<file path="src/rtl/arith_result_queue.sv">
// arith_result_queue: small FIFO between the arithmetic unit and writeback.
// Entries carry the result, its destination tag and zero/negative flags
// computed at capture. There is no bypass, so a pushed entry becomes visible
// one cycle later. A saturating counter tracks cycles where the arithmetic
// unit offered a result but the queue could not take it.
module arith_result_queue #(
    parameter int DEPTH = 2,
    parameter int TAGW  = 5,
    parameter int CNTW  = 16
) (
    input  logic                     clk,
    input  logic                     reset,
    input  logic                     in_valid,
    output logic                     in_ready,
    input  logic [31:0]              ArithAnswer,
    input  logic [TAGW-1:0]          in_dest,
    input  logic                     S_or_U,
    output logic                     out_valid,
    input  logic                     out_ready,
    output logic [31:0]              wb_data,
    output logic [TAGW-1:0]          wb_dest,
    output logic                     wb_zero,
    output logic                     wb_neg,
    output logic [$clog2(DEPTH):0]   count,
    output logic [CNTW-1:0]          stall_cnt
);

    localparam int AW = $clog2(DEPTH);
    localparam int CW = AW + 1;
    // Entry layout: {data[31:0], dest[TAGW-1:0], zero, neg}
    localparam int EW = 32 + TAGW + 2;

    logic [EW-1:0]   entryMem [DEPTH];
    logic [AW-1:0]   wrPtrReg, wrPtrNext;
    logic [AW-1:0]   rdPtrReg, rdPtrNext;
    logic [CW-1:0]   countReg, countNext;
    logic [CNTW-1:0] stallReg, stallNext;

    logic            push;
    logic            pop;
    logic            isFull;
    logic            entryZero;
    logic            entryNeg;
    logic [EW-1:0]   entryIn;
    logic [EW-1:0]   headEntry;

    // Full detection uses registered occupancy only, so a same-cycle pop never
    // opens a slot early and out_ready has no path to in_ready.
    assign isFull    = (countReg >= CW'(DEPTH));
    assign in_ready  = !isFull && !reset;
    assign out_valid = (countReg != '0);

    assign push = in_valid && in_ready;
    assign pop  = out_valid && out_ready;

    // Flags are computed once at capture; unsigned results are never negative.
    assign entryZero = (ArithAnswer == 32'd0);
    assign entryNeg  = S_or_U && ArithAnswer[31];
    assign entryIn   = {ArithAnswer, in_dest, entryZero, entryNeg};

    // Storage write: no reset needed, stale slots are never visible because
    // out_valid masks the head when the queue is empty.
    always_ff @(posedge clk) begin
        if (push) begin
            entryMem[wrPtrReg] <= entryIn;
        end
    end

    // Head of queue drives writeback directly; zeros when nothing is valid.
    always_comb begin
        headEntry = entryMem[rdPtrReg];
        wb_data   = '0;
        wb_dest   = '0;
        wb_zero   = 1'b0;
        wb_neg    = 1'b0;
        if (out_valid) begin
            wb_data = headEntry[EW-1 -: 32];
            wb_dest = headEntry[TAGW+1 -: TAGW];
            wb_zero = headEntry[1];
            wb_neg  = headEntry[0];
        end
    end

    // Next-state for pointers, occupancy and the stall counter.
    always_comb begin
        wrPtrNext = wrPtrReg;
        rdPtrNext = rdPtrReg;
        countNext = countReg;
        stallNext = stallReg;

        if (push) begin
            wrPtrNext = (wrPtrReg == AW'(DEPTH - 1)) ? '0 : wrPtrReg + 1'b1;
        end
        if (pop) begin
            rdPtrNext = (rdPtrReg == AW'(DEPTH - 1)) ? '0 : rdPtrReg + 1'b1;
        end

        case ({push, pop})
            2'b10:   countNext = countReg + 1'b1;
            2'b01:   countNext = countReg - 1'b1;
            default: countNext = countReg;
        endcase

        // Saturate instead of wrapping so a long stall never reads as short.
        if (in_valid && !in_ready && (stallReg != {CNTW{1'b1}})) begin
            stallNext = stallReg + 1'b1;
        end
    end

    // State register with synchronous clear; reset drops all stored entries.
    always_ff @(posedge clk) begin
        if (reset) begin
            wrPtrReg <= '0;
            rdPtrReg <= '0;
            countReg <= '0;
            stallReg <= '0;
        end else begin
            wrPtrReg <= wrPtrNext;
            rdPtrReg <= rdPtrNext;
            countReg <= countNext;
            stallReg <= stallNext;
        end
    end

    assign count     = countReg;
    assign stall_cnt = stallReg;

endmodule
</file>
<file path="config.mk">
export PLATFORM = sky130hd
export DESIGN_NAME = arith_result_queue
export DESIGN_NICKNAME = d
export VERILOG_FILES = /design/src/rtl/arith_result_queue.sv
export SDC_FILE = /design/constraint.sdc
export NUM_CORES = 1
export LEC_CHECK = 0
export BUFFER_PORTS_ARGS = -buffer_cell sky130_fd_sc_hd__buf_2
export CAP_MARGIN = 20
export CELL_PAD_IN_SITES_DETAIL_PLACEMENT = 0
export CELL_PAD_IN_SITES_GLOBAL_PLACEMENT = 2
export CORE_MARGIN = 10
export CORE_UTILIZATION = 32
export DETAILED_ROUTE_END_ITERATION = 8
export MAX_ROUTING_LAYER = met4
export PLACE_DENSITY_LB_ADDON = 0.1
export SYNTH_ARGS = -nofsm -noshare
export SYNTH_HDL_FRONTEND = slang
export SYNTH_SLANG_ARGS = --single-unit
</file>
<file path="constraint.sdc">
create_clock -name clk -period 2.74 [get_ports clk]
set_input_delay 0.274 -clock clk [delete_from_list [all_inputs] [get_ports clk]]
set_output_delay 0.274 -clock clk [all_outputs]
set_load 0.03 [all_outputs]
</file>
* Word level (Yosys, flattened, before mapping)
Memory sizes are Yosys's and may differ from the RTL's. A register that Yosys moved wholly into a read port is not among the register bits. Index checks and enable logic that the tools add are counted.
Storage, ports and cells: RAM bits 78, output and inout bits 59, logic and storage cells 37, register bits after elaboration 20, bits of input ports 42, memories kept 1
Cells by class: add/subtract/negate cells 5, reduce and logical (&&, ||, !) cells 12, multiplexer cells 11, eq/ne operators 3, order comparisons 1
Memory list:
- entryMem | depth 2, width 39, rd ports 1, clocked after Yosys merged registers in 1, write ports 1, RTL line 33 | logic [EW-1:0] entryMem [DEPTH];
Operators with widths (count):
- $logic_not 32->1 | 1
- $mux 32 | 1
- $add 16x1->16 const B | 1
- $ne 16x16->1 const B | 1
- $mux 1 | 8
- $logic_and 1x1->1 | 6
- $mux 5 | 1
- $pmux 2 s2 | 1
- $reduce_bool 2->1 | 2
- $logic_not 1->1 | 3
- $add 1x1->1 const B | 2
- $add 2x1->2 const B | 1
- $eq 2x1->1 const B | 1
- $eq 2x2->1 const B | 1
- $ge 2x2->1 const B | 1
- $sub 2x1->2 const B | 1

* Depth between registers and ports, before layout
Gate-level depths: netlist of the first run.
depth in word-level cells 6, gate-level depth with buffers 7, mapped depth without buffers 7

* Least setup slack after synthesis of the first run
Ideal clock, no wire load.
path kind reg-to-reg, start point register countReg[1], in the netlist count[1], end point memory entryMem[0][0] in the netlist's numbering, enable pin, data required time 2.305 ns, period minus slack after synthesis 3.297 ns, setup slack -0.557 ns, arrival time 2.861 ns, setup time 0.435 ns, cell stages (with the launch flop) 4, buffers on the path 0, path through dfxtp_1 > nor2_1 > nand2_1 > nor2_1
Between the ends: cells in the longest elaborated chain, start to end 6
Ends and longest elaborated chain:
- start, declared | RTL line 36 | logic [CW-1:0] countReg, countNext;
- start signal, assigned | RTL line 120 | countReg <= countNext;
- $ge 2x2->1 | RTL line 49 | assign isFull = (countReg >= CW'(DEPTH));
- $logic_not 1->1 | RTL line 50 | assign in_ready = !isFull && !reset;
- $logic_and 1x1->1 | RTL line 50
- net in_ready | RTL line 14 | output logic in_ready,
- $logic_and 1x1->1 | RTL line 53 | assign push = in_valid && in_ready;
- $mux 1 | RTL line 64 | if (push) begin
- $mux 1 (not written as such) | RTL line 65 | entryMem[wrPtrReg] <= entryIn;
- end, declared | RTL line 33
The timed path passes the listed nets, and every way through them passes these cells.

* Worst setup path in the final report of the first run
start point register stallReg[0], in the netlist stall_cnt[0], end point register stallReg[2], in the netlist stall_cnt[2]
Between the ends: cells in the longest elaborated chain, start to end 2, elaborated cells between the ends (all ways) 3, those cells by class 1 x add/sub; 1 x eq/ne; 1 x reduce/logical
Ends and longest elaborated chain:
- start, declared | RTL line 37 | logic [CNTW-1:0] stallReg, stallNext;
- start signal, assigned | RTL line 121 | stallReg <= stallNext;
- branches (longest 2 deep; another with $add 16x1->16)
Several ways; the timed one is not identified. A chain may end at the register's enable or synchronous reset.

==> results of run 1 <==
[Yosys cell counts, types with 3 or more instances]
cell,instances
or4_1,5
nor2_1,54
nor2b_1,4
dfxtp_1,21
mux2i_1,40
edfxtp_1,78
buf_2,4
nor4_1,12
nand2_1,5
nor3_1,3
nand4_1,9
nand3_1,6
clkbuf_1,6
a21oi_1,11
o21ai_0,7
mux2_2,4
o31ai_1,4
buf_1,3
or3_1,4
and2_1,3
[stage by stage]
stage / hold slack [ns] / total power [uW]
after floorplan: 0.373 / 2880
after global placement: 0.463 / 3370
after detailed placement: 0.468 / 3380
after CTS: 0.120 / 4710
after global routing: 0.122 / 4860
final: 0.136 / 4620
[worst max-delay path, stage by stage, from the launching register on]
cell	delay [ns]
dfxtp_1	0.39
ha_1	0.23
nand4_1	0.26
or4_1	0.60
nand3_1	0.12
mux2_2	0.33
[routing by layer]
metal / wire length (um) / share of wire [%] / up-vias
met4: 47 / 0.50 / 0
met1: 4470 / 47 / 1323
li1: - / - / 1356
met3: 427 / 4.5 / 2
met5: 0 / 0 / -
met2: 4540 / 48 / 76
[kinds of logic after synthesis]
kind of cell / after synthesis
compound gates: 26
buf+inv: 15
simple gates: 113
fa+ha+maj: 2
xor+xnor: 4
mux: 44
flops: 99
[state kept, by name, summed over array words and instances, names as in the netlist, named ones only]
signal,count
entryMem,78
stall_cnt,16
count,2
rdPtrReg,1
wrPtrReg,1
[layout by cell type, fill, tap and decap left out, types with 2 or more instances in the layout]
cell type,count
or3_1,4
xnor2_1,2
or4_1,5
nor2b_1,4
edfxtp_1,78
nand2_1,5
xor2_1,2
buf_2,100
nor4_1,12
nor2_4,2
and2_1,3
or2_2,2
a21oi_1,11
clkbuf_16,9
o31ai_1,4
dfxtp_1,20
nor3_1,3
nand4_1,9
buf_4,6
nor2_1,52
bufinv_16,2
mux2i_1,40
o21ai_0,7
nand3_1,6
mux2_2,4
ha_1,2
[power groups by stage]
stage	registers (uW)	logic [uW]	clock network, uW
floorplan	1830	1050	0
global placement	1850	1510	0
detailed placement	1860	1520	0
CTS	1820	1520	1360
global route	1840	1600	1430
finish	1820	1480	1320
[final timing paths]
kind	from	to	slack, ns
max	stall_cnt[0]	stall_cnt[2]	0.71
min	in_dest[4]	entryMem[1][6]	0.14
max reg2reg	stall_cnt[0]	stall_cnt[2]	0.71
min reg2reg	rdPtrReg	flop	0.51
[cell type report]
cell class              instances  share of cell area [%]
diodes                          1                  0.0489
clock buffers                  10                    4.47
clock inverters                 6                    1.73
inverters                       1                  0.0733
multi-input cells             189                    24.5
flip-flops and latches         99                    54.0
well taps                     172                    4.20
repair buffers                107                    11.0
==> results.py, run 1 <==
metrics = {
    "setup_path": {
        "path_max_fanout": 5,
        "worst-setup-path-type": "flop to flop",
        "critPathLaunchType": "flop",
        "critical_path_arrival_ns": 2.25,
        "crit_required_ns": 2.96,
        "ff2ff_path_depth": 5,
        "crit_path_end_kind": "flop",
    },
    "power_and_ir_drop": {
        "intPower_uw": 2990,
        "max-vdd-ir-drop_mv": 0.849,
        "leakagePower_uw": 0.00190,
        "power_switching_share_pct": 35.4,
        "pwr-share-seq_pct": 39.4,
        "clkPwrFrac_pct": 28.6,
        "reported_net_switching_power_uw": 1640,
        "power.density_mw_per_mm2": 903,
        "combPwrFrac_pct": 32.0,
    },
    "routing": {
        "vias_post_dr": 2757,
        "routed_wl_um": 9480,
        "ant_nets": 0,
        "residual_drc_count": 0,
        "drt_first_pass_iters": 4,
        "initialDrtViolationCount": 89,
        "avgRoutedWirePerCell_um": 16.2,
        "via_per_inst": 4.71,
    },
    "synthesis": {
        "syn-cell-area_sq_mm": 0.00406,
        "synth_compound_gate_area_share_pct": 3.79,
        "synth_sequential_area_ratio_pct": 68.0,
        "leading_area_contributor_after_synthesis": "edfxtp_1",
        "synth-simple-area-share_pct": 14.2,
        "post_synth.cell_area_avg_sq_um": 13.4,
        "netlist_top_cells_area": "edfxtp_1 58%, dfxtp_1 10%, mux2i_1 9.9%, nor2_1 5.0%, nor4_1 1.8%",
        "ys_seq_elements": 99,
        "synth_top_family_by_area": "simple AND/OR/NAND/NOR gates",
        "ys.flop_type": "edfxtp_1",
        "syn-instance-count": 303,
        "synth_fa_ha_area_share_pct": 0.616,
        "post-synth-top-area-fraction_pct": 57.7,
        "synth_enable_flop_cells": 78,
        "synthDistinctLibCells": 35,
        "synthXorXnorAreaFrac_pct": 0.863,
        "synth.mux.area_fraction_pct": 11.0,
        "synth_fp_nets": 347,
        "synth_warnings": 0,
        "postSynth.asyncResetShare_pct": 0,
    },
    "floorplan": {
        "die-width_um": 133,
        "initial_utilization_pct": 32.4,
        "design.die.area_sq_mm": 0.0176,
        "design.portCount": 101,
        "floorplan.core_area_sq_mm": 0.0125,
        "num_rows": 41,
        "floorplan.die.height_um": 133,
    },
    "sta": {
        "relSlewSlack_pct": 64.0,
        "timing.final.crit_share_pct": 74.0,
        "setup-violations-final": 0,
        "final_worst_setup_slack_ns": 0.713,
        "period_needed_ns": 2.03,
        "rsz0062_at_grt": "false",
        "maxSlewViolCount": 0,
        "clock_tree_skew_after_final_layout_ns": 0.00505,
        "count_of_final_hold_check_violations": 0,
        "setup-tns-final_ns": 0,
        "worst_slew_pin_slew_ns": 0.540,
        "max_freq_mhz": 493,
    },
    "clocking": {
        "max-clock-path-buffers": 2,
        "cts-root-buf": "clkbuf_16",
        "cts_num_sinks": 99,
        "clk_pin_slew_ns": 0.06,
        "clock_tree_from_tritoncts": "yes",
        "post_cts_resized": 0,
        "cts-htree-levels": 3,
        "hold_buffer_count_at_cts": 0,
        "cts_buffers": 9,
        "post-cts-setup-buffers": 0,
        "clock_latency_ns": 0.33,
    },
    "global_route": {
        "vias_in_the_first_global_route": 2889,
        "initial_antenna_violation_count": 0,
        "grt_pass1_wl_um": 15100,
        "grt_util_met1_pct": 13.5,
        "globalRouteMet3Util_pct": 3.22,
        "groute.usage.overall_pct": 11.0,
        "gr-total-overflow": 0,
        "gr-max-usage-layer": "met2",
        "grt.met2_usage_pct": 17.4,
        "grt_start_max_net_pins": 40,
    },
    "layout": {
        "finish.cell_count_without_fillers": 585,
        "drive_gt1_share_pct": 32.8,
        "multi_input_area_sq_mm": 0.00125,
        "final_util_pct": 40.9,
        "layout.nets": 451,
        "register_area_sq_mm": 0.00276,
        "areaGrowthSynthToFinish_pct": 26.1,
        "design_area_sq_mm": 0.00512,
        "fillCellCount": 1278,
    },
    "placement": {
        "dp.final_hpwl_um": 6800,
        "rd_place_congestion": 0.748,
        "detailedPlace.worstSlack_ns": 0.744,
        "post_dp_cell_area_sq_mm": 0.00480,
        "io_buffers": 100,
        "dp.cells": 568,
    },
    "run_status": {
        "run_status": "finished clean",
    },
    "job": {
        "timing.max_cap.violations": 0,
    },
    "min_path": {
        "hold_class": "primary input to flop",
        "hold_depth": 1,
    },
}
No activity file was read; power rests on OpenSTA's default activity.
==> inputs of run 2 (changes only) <==
==> constraint.sdc (replaced) <==
create_clock -name clk -period 1.7 [get_ports clk]
set_input_delay 0.17 -clock clk [delete_from_list [all_inputs] [get_ports clk]]
set_output_delay 0.17 -clock clk [all_outputs]
set_load 0.03 [all_outputs]
==> results.py, run 2 (synthesis results as in run 1) <==
metrics = {
    "min_path": {
        "hold_class": "primary input to flop",
    },
    "layout": {
        "drive_gt1_share_pct": 44.3,
        "largest_register_ffs": 78,
        "layout.nets": 479,
        "max_flop_register": "entryMem",
        "layout_commonest_cell": "buf_2",
        "areaGrowthSynthToFinish_pct": 36.4,
        "final_util_pct": 44.3,
        "diodes_inserted": 0,
        "layout_common_cells": "100 x buf_2, 78 x edfxtp_1, 51 x nor2_1",
    },
    "placement": {
        "io_buffers": 100,
        "dp.final_hpwl_um": 7290,
        "rd_place_congestion": 0.734,
        "detailedPlace.worstSlack_ns": -0.0413,
    },
    "floorplan": {
        "floorplan.core_area_sq_mm": 0.0125,
        "design.portCount": 101,
        "num_rows": 41,
        "die-width_um": 133,
        "initial_utilization_pct": 32.4,
        "design.die.area_sq_mm": 0.0176,
        "floorplan.die.height_um": 133,
    },
    "power_and_ir_drop": {
        "totalPowerFinal_uw": 7500,
        "power.density_mw_per_mm2": 1350,
        "leakagePower_uw": 0.00206,
        "max-vdd-ir-drop_mv": 0.551,
    },
    "setup_path": {
        "path_max_fanout": 4,
        "critical_path_arrival_ns": 1.95,
        "path_cells": "ha_4 > nand4_1 > or4_4 > nand3_2 > mux2_4",
        "crit_required_ns": 1.93,
        "slowest_delay_ns": 0.56,
        "critPathLaunchType": "flop",
        "cell_at_the_slowest_stage_of_the_critical_path": "or4_4",
        "worst-setup-path-type": "flop to flop",
        "crit_path_end_kind": "flop",
    },
    "routing": {
        "drt_first_pass_iters": 4,
        "avgRoutedWirePerCell_um": 16.7,
        "vias_post_dr": 2855,
        "via_per_inst": 4.67,
        "residual_drc_count": 0,
        "routed_wl_um": 10200,
        "ant_nets": 0,
        "initialDrtViolationCount": 96,
    },
    "clocking": {
        "clk_pin_slew_ns": 0.06,
        "cts_buffers": 9,
        "cts-root-buf": "clkbuf_16",
        "clock_latency_ns": 0.34,
        "max-clock-path-buffers": 2,
        "cts_num_sinks": 99,
        "clock_tree_from_tritoncts": "yes",
        "cts-htree-levels": 3,
    },
    "sta": {
        "worst_slew_pin_slew_ns": 0.397,
        "final_worst_setup_slack_ns": -0.0214,
        "clock_tree_skew_after_final_layout_ns": 0.00597,
        "timing.final.crit_share_pct": 101,
        "count_of_final_hold_check_violations": 0,
        "rsz0062_at_grt": "true",
        "period_needed_ns": 1.72,
        "maxSlewViolCount": 0,
        "relSlewSlack_pct": 73.3,
        "max_freq_mhz": 581,
        "setup-tns-final_ns": -0.0214,
        "setup-violations-final": 1,
        "whs_ns": 0.0195,
    },
    "global_route": {
        "groute.usage.overall_pct": 11.8,
        "grt_pass1_wl_um": 16000,
        "gr-total-overflow": 0,
        "grt_start_max_net_pins": 40,
        "vias_in_the_first_global_route": 2915,
        "initial_antenna_violation_count": 0,
    },
    "job": {
        "timing.max_cap.violations": 0,
    },
    "run_status": {
        "run_status": "complete, but fails checks",
        "violated_checks": "setup timing",
    },
}
-- run 2: cell types whose count changed in the layout (fill, tap and decap cells not counted), sizes merged --
cell      previous run  this run
buf                107       135
bufinv               2         1
clkbuf              10        11
clkinvlp             0         1
diode                1         0
inv                  2         1
-- run 2: power by group --
part,leakage [uW],switching [uW],internal [uW]
combinational,0.00102,1770,870
clock,0.000135,832,1130
sequential,0.000899,94.4,2800
total,0.00206,2700,4800
-- run 2: area by class of cell --
type / instances / area, sq um
clock buffer: 11 / 233
clock inverter: 5 / 53.8
fill: 1224 / 6980
inverter: 1 / 6.26
multi-input combinational: 189 / 1390
sequential: 99 / 2810
tap: 172 / 215
timing repair buffer: 135 / 830
-- run 2: what timing repair did --
item | CTS | global route
buffers inserted | 1 | 2
endpoints found under the setup margin | 42 | 16
hold endpoints to repair | 0 | 0
resized for setup | 5 | 18
hold buffers | 0 | 0
pin swaps | 5 | 3
-- run 2: stage by stage --
step | instances | cell area [sq um]
CTS | 610 | 5450
detailed placement | 593 | 5140
global placement | 593 | 5140
global route | 612 | 5540
floorplan | 303 | 4190
finish | 612 | 5540
-- run 2: worst paths after layout --
kind | start | to | slack [ns] | cells past startpoint
setup reg to reg | stall_cnt[0] | stall_cnt[2] | -0.02 | 5
hold / removal | in_dest[2] | entryMem[0][4] | 0.02 | 1
setup / recovery | stall_cnt[0] | stall_cnt[2] | -0.02 | 5
hold reg to reg | stall_cnt[6] | stall_cnt[6] | 0.52 | 2
-- run 2: worst max-delay path, delay by kind of cell, from the launching register on --
family                     cells  cell delay (ns)
adders and majority gates      1             0.14
DFF                            1             0.36
muxes                          1             0.29
and+or+nand+nor                3             0.82
-- run 2: layer usage --
| metal | wire length (um) | vias up | track usage, % |
|---|---|---|---|
| li1 | - | 1415 | - |
| met1 | 4930 | 1374 | 15.1 |
| met2 | 4830 | 57 | 17.8 |
| met3 | 327 | 9 | 2.61 |
| met4 | 131 | 0 | 4.77 |
| met5 | 0 | - | - |
